File: src/rtl/fetch_stage.sv
// RV32I instruction-fetch stage: owns the PC, drives instruction memory and
// fills the IF/ID pipeline register under stall, flush and redirect control.
module fetch_stage #(
    parameter int unsigned     XLEN      = 32,
    parameter logic [XLEN-1:0] RESET_PC  = '0,
    parameter logic [XLEN-1:0] NOP_INSTR = 32'h0000_0013
) (
    input  logic            clk,
    input  logic            rst_n,
    input  logic            stall,
    input  logic            flush,
    input  logic            redirect,
    input  logic [XLEN-1:0] redirect_pc,
    output logic            imem_en,
    output logic [XLEN-1:0] imem_addr,
    input  logic [XLEN-1:0] imem_rdata,
    output logic            ifid_valid,
    output logic [XLEN-1:0] ifid_instr,
    output logic [XLEN-1:0] ifid_pc,
    output logic [XLEN-1:0] ifid_pc_plus4,
    output logic [31:0]     fetch_count
);

    logic            en_q, en_d;
    logic [XLEN-1:0] pc_q, pc_d;
    logic            valid_q, valid_d;
    logic [XLEN-1:0] instr_q, instr_d;
    logic [XLEN-1:0] ipc_q, ipc_d;
    logic [XLEN-1:0] ipc4_q, ipc4_d;
    logic [31:0]     count_q, count_d;

    logic [XLEN-1:0] pc_plus4;
    logic [XLEN-1:0] redirect_tgt;

    assign pc_plus4     = pc_q + XLEN'(4);
    // Targets are forced word-aligned; misaligned low bits are dropped.
    assign redirect_tgt = redirect_pc & ~XLEN'(3);

    always_comb begin
        en_d    = 1'b1;
        pc_d    = pc_q;
        valid_d = valid_q;
        instr_d = instr_q;
        ipc_d   = ipc_q;
        ipc4_d  = ipc4_q;
        count_d = count_q;

        if (!en_q) begin
            // Startup cycle: memory not yet enabled, so only a bubble can enter.
            valid_d = 1'b0;
            instr_d = NOP_INSTR;
        end else begin
            if (redirect) begin
                pc_d = redirect_tgt;
            end else if (!stall) begin
                pc_d = pc_plus4;
            end

            if (flush || redirect) begin
                valid_d = 1'b0;
                instr_d = NOP_INSTR;
            end else if (!stall) begin
                valid_d = 1'b1;
                instr_d = imem_rdata;
                ipc_d   = pc_q;
                ipc4_d  = pc_plus4;
                count_d = count_q + 32'd1;
            end
        end
    end

    always_ff @(posedge clk or negedge rst_n) begin
        if (!rst_n) begin
            en_q    <= 1'b0;
            pc_q    <= RESET_PC;
            valid_q <= 1'b0;
            instr_q <= NOP_INSTR;
            ipc_q   <= '0;
            ipc4_q  <= '0;
            count_q <= '0;
        end else begin
            en_q    <= en_d;
            pc_q    <= pc_d;
            valid_q <= valid_d;
            instr_q <= instr_d;
            ipc_q   <= ipc_d;
            ipc4_q  <= ipc4_d;
            count_q <= count_d;
        end
    end

    assign imem_en       = en_q;
    assign imem_addr     = pc_q;
    assign ifid_valid    = valid_q;
    assign ifid_instr    = instr_q;
    assign ifid_pc       = ipc_q;
    assign ifid_pc_plus4 = ipc4_q;
    assign fetch_count   = count_q;

endmodule
File: config.mk
export PLATFORM = sky130hd
export DESIGN_NAME = fetch_stage
export DESIGN_NICKNAME = d
export VERILOG_FILES = /design/src/rtl/fetch_stage.sv
export SDC_FILE = /design/constraint.sdc
export NUM_CORES = 1
export LEC_CHECK = 0
export BUFFER_PORTS_ARGS = -buffer_cell sky130_fd_sc_hd__buf_2
export CORE_MARGIN = 2
export CORE_UTILIZATION = 46
export CTS_CLUSTER_DIAMETER = 60
export DETAILED_ROUTE_END_ITERATION = 6
export PLACE_DENSITY = 0.76
export SYNTH_ARGS = -nofsm -noshare
export SYNTH_HDL_FRONTEND = slang
export SYNTH_SLANG_ARGS = --single-unit
File: constraint.sdc
create_clock -name clk -period 1.97 [get_ports clk]
set_clock_uncertainty 0.2 [all_clocks]
set_input_delay 0.394 -clock clk [delete_from_list [all_inputs] [get_ports clk]]
set_output_delay 0.394 -clock clk [all_outputs]
set_load 0.02 [all_outputs]
# Word level (Yosys, flattened, before mapping)
# Cells that the tools add are included.
totals:
  regBits: 162
  inputBits: 69
op_classes:
  mux: 8
  n_bitwise: 2
  eq_ne: 2
  n_addsub: 2
  reduce_logical: 3
ops:
  columns: ["cell", "n"]
  rows:
  - ["$mux 32", 5]
  - ["$add 32x1->32 const B", 1]
  - ["$add 32x3->32 const B", 1]
  - ["$mux 1", 3]
  - ["$ne 3x2->1 const B", 1]
  - ["$reduce_and 3->1", 1]
  - ["$ne 2x1->1 const B", 1]
  - ["$not 1->1", 2]
  - ["$reduce_and 2->1", 1]
  - ["$logic_or 1x1->1", 1]

# Logic depth before layout (Yosys ltp)
logic_depth:
  depth_word: 3
  mapped_depth: 7

# Worst setup path before layout
# Ideal clock, no wire load.
synth_path:
  path_type: "register to register"
  start: "register pc_q[2], in the netlist imem_addr[2]"
  end: "register pc_q[28], in the netlist imem_addr[28]"
  period_less_slack_ns: 2.281
  n_path_buf: 0
  slack_ns: -0.311
  stages_incl_launch_ff: 7
  t_required_ns: 1.633
  t_arrival_ns: 1.944
  path_cell_list: "dfrtp_1 -> ha_1 -> nand2_1 -> or3_4 -> or4_1 -> o21ai_1 -> a21oi_1"
synth_via:
  elab_chain_cells: 3
synth_rtl:
  columns: ["element", "line_no", "text"]
  rows:
  - ["start: declaration", "25", "logic [XLEN-1:0] pc_q, pc_d;"]
  - ["start signal: assignment", "83", "pc_q <= pc_d;"]
  - ["$add 32x3->32", "35", "assign pc_plus4 = pc_q + XLEN'(4);"]
  - ["$mux 32", "55", "end else if (!stall) begin"]
  - ["$mux 32", "53", "if (redirect) begin"]
# No other way between the ends. The select of a mux whose other input is x is not followed.
# A chain may end at the register's enable or synchronous reset.

# Worst setup path in the final report
# Ends and elaborated chain as after synthesis.

==> flow_summary_export.csv <==
group,metric,value,unit
drt,wl,19500,um
timing,setup_tns,0,ns
clock_tree,clk_latency,0.42,ns
timing,slew_violations,0,
yosys,synth_common_cells,"dfrtp_1 (153), nand2_1 (149), nor2_1 (56)",
yosys,synth.distinct_cells,55,
critical_path,slowest_stage,"or4_1",
floorplanning,die_h,129,um
clock_tree,htree_num_levels,4,
drt,route.vias.total,6342,
critical_path,crit_path_max_fanout,4,
yosys,synthSimpleGateAreaFrac,0.200,
critical_path,slowest_delay,0.47,ns
grt,grt_max_degree,52,
critical_path,r2r_end,"imem_addr[28]",
yosys,netlist_instances,734,
floorplanning,coreArea,0.0153,mm2
yosys,synth_area_per_cell,9.84,um2
drt,firstDrtPassIters,6,
floorplanning,die-area,0.0167,mm2
clock_tree,clk_pin_slew_worst_paths,0.06,ns
timing,setup-violations-final,0,
placement,placed_cell_area,0.00910,mm2
power,leakagePower,4.95,nW
critical_path,critPathKind,"flip-flop to flip-flop",
placement,globalplace.congestion,0.832,
critical_path,crit_start,"imem_addr[2]",
yosys,synth_edf_count,0,
drt,drc_errors,0,
grt,grt_pass1_wl,30600,um
clock_tree,cts-root-buf,"clkbuf_16",
drt,first_iter_violations,298,
yosys,synth_top_family_by_area,"simple AND/OR/NAND/NOR gates",
critical_path,r2r_start,"imem_addr[2]",
finish,areaGrowthSynthToFinish,34.7,%
timing,fin_crit,1.96,ns
timing,max-slew-margin-rel,0.642,
yosys,synth_top_cell_by_area,"dfrtp_1",
timing,fin_crit_sh,0.997,
critical_path,reg2reg_depth,6,
yosys,synth_xor_area_frac,0.0715,
yosys,synth_fa_ha_area_frac,0.00346,
grt,grt_pass1_vias,6060,
critical_path,setup.worst_path.end,"imem_addr[28]",
clock_tree,cts-buffers-inserted,17,
timing,fmax,509,MHz
critical_path,cp_data_required_time,2.06,ns
timing,tightest_slew,0.537,ns
yosys,ys.flop_type,"dfrtp_1",
yosys,yosysMostFrequentCell,"dfrtp_1",
finish,nets,1077,
floorplanning,fp.dieW,129,um
critical_path,crit_path_end_kind,"flip-flop",
timing,hold_viol,0,
clock_tree,tritoncts,"built",
yosys,synthArstFlopShare,1.00,
yosys,synth_seq_cells,156,
timing,rsz0062_at_grt,"yes",
floorplanning,start_util,0.473,
outcome,status,"complete, no violations",
grt,grt.total_usage,0.236,
grt,overflow,0,
placement,io_buffers,222,
drt,wl_per_cell,15.9,um
clock_tree,cts_sinks,156,
finish,layout-drive-gt1-share,0.363,
yosys,synth_mux_area_frac,0.0471,
yosys,synthesis.area,0.00722,mm2
finish,final_cell_area,0.00973,mm2
yosys,ys_top_cells_by_area,"dfrtp_1 (53%), nand2_1 (7.7%), xnor2_1 (4.8%)",
drt,via_per_inst,5.14,
drt,antenna_left,0,
yosys,synth.yosys.seq_area_share,0.541,
worst_hold_path,hold_class,"input pin to flip-flop",
flow_run,max_cap_viol_count,0,
clock_tree,clockBufferDepth,2,
floorplanning,ios,231,
yosys,yosysWarningCount,0,
yosys,synth.top_cell.area_share,0.530,
grt,grt_antenna_before_repair,3,
yosys,synth_compound_area_frac,0.101,
power,pwr_density_cell,967,mW/mm2
placement,dpl.hpwl,14300,um
critical_path,rrSetupSlack,0.005,ns
critical_path,path_cells,"ha_4, nand2_4, or3_4, or4_1, o21ai_1, a21oi_1",
power,ir_drop,0.776,mV
critical_path,crit_arrival,2.06,ns
critical_path,worst_setup_path_start_kind,"flip-flop",
floorplanning,core.rowCount,45,
power by group:
| group | internal [mW] | leakage (nW) | switching (mW) | total [mW] |
|---|---|---|---|---|
| Clock | 1.84 | 0.272 | 1.26 | 3.09 |
| Combinational | 0.875 | 2.70 | 1.47 | 2.35 |
| Sequential | 3.65 | 1.98 | 0.316 | 3.97 |
| Total | 6.36 | 4.95 | 3.04 | 9.41 |
per-layer routing:
layer / part of all wire / track usage
met1: 0.42 / 0.295
met3: 0.066 / 0.0607
met5: 0.00036 / 0
met4: 0.021 / 0.0882
met2: 0.49 / 0.396
through the flow:
| stage | util | setup WS (ns) | total power, mW | cells | hold WS, ns |
|---|---|---|---|---|---|
| after global placement | 0.597 | -0.0779 | 6.31 | 1195 | 0.148 |
| final | 0.638 | 0.00546 | 9.41 | 1233 | 0.0248 |
| after global routing | 0.638 | -0.0500 | 9.86 | 1232 | 0.0264 |
| after detailed placement | 0.597 | -0.100 | 6.36 | 1195 | 0.154 |
| after CTS | 0.635 | 0.00571 | 9.49 | 1229 | 0.0125 |
| after floorplan | - | -0.0621 | 5.36 | 739 | -0.102 |
cell type report:
class / count / area [um2]
inverter: 7 / 26.3
clock buffer: 22 / 474
sequential: 156 / 3930
multi-input combinational: 526 / 3200
clock inverter: 10 / 90.1
tap: 211 / 264
fill: 1297 / 5530
timing repair buffer: 298 / 1740
antenna: 3 / 7.51
kinds of logic (layout without fill, tap and decap cells):
| kind of cell | count (synthesis) | after routing |
|---|---|---|
| simple gates | 302 | 302 |
| flops | 156 | 156 |
| compound gates | 122 | 122 |
| xor+xnor | 59 | 59 |
| buf+inv | 57 | 337 |
| mux | 34 | 34 |
| fa+ha+maj | 2 | 2 |
| other cells | 2 | 10 |
cell usage in the layout (no fill, tap or decap), types with 7 or more instances in the layout:
| cell type | netlist | final |
|---|---|---|
| buf_2 | 9 | 221 |
| o21ai_0 | 48 | 46 |
| clkbuf_16 | 0 | 17 |
| and3_1 | 17 | 17 |
| nor2_1 | 56 | 55 |
| dfrtp_1 | 153 | 138 |
| a21oi_1 | 25 | 23 |
| conb_1 | 2 | 7 |
| dfrtp_2 | 0 | 15 |
| nand2_1 | 149 | 147 |
| inv_1 | 7 | 7 |
| mux2i_1 | 34 | 34 |
| xnor2_1 | 40 | 40 |
| nand4_1 | 13 | 13 |
| buf_4 | 6 | 71 |
| and4_1 | 8 | 8 |
| a2bb2oi_1 | 8 | 7 |
| nand3_1 | 31 | 29 |
| o21ai_1 | 6 | 7 |
| xor2_1 | 19 | 19 |
flip-flops by register name, indices dropped and copies added, names as in the netlist:
register and cells:
imem_en 1, ifid_instr 32, ifid_valid 1, fetch_count 32, ifid_pc_plus4 30, ifid_pc 30
imem_addr 30
what timing repair did:
item                                    4_1_cts  5_1_grt
cloned                                        0        0
pin swaps                                     1        4
hold buffers                                  1        0
endpoints found under the hold margin        38        0
gates resized for setup                       0        7
endpoints found under the setup margin        2       20
buffers inserted                              1        1
worst max-delay path: cells and delay by family, from the launching register on:
family	cells	cell delay (ns)
and+or+nand+nor	3	0.93
AOI/OAI and AO/OA	2	0.15
DFF	1	0.40
adders and majority gates	1	0.15
worst min-delay path by stage:
stage / start / slack, ns / to / cells after the start
after floorplan: rst_n / -0.10 / fetch_count[0] / 0
after global placement: rst_n / 0.15 / fetch_count[31] / 1
after detailed placement: rst_n / 0.15 / fetch_count[31] / 1
after CTS: imem_rdata[0] / 0.01 / ifid_instr[0] / 3
after global routing: imem_rdata[17] / 0.03 / ifid_instr[17] / 3
final: imem_rdata[4] / 0.02 / ifid_instr[4] / 3
No activity file was read; power rests on OpenSTA's default activity.
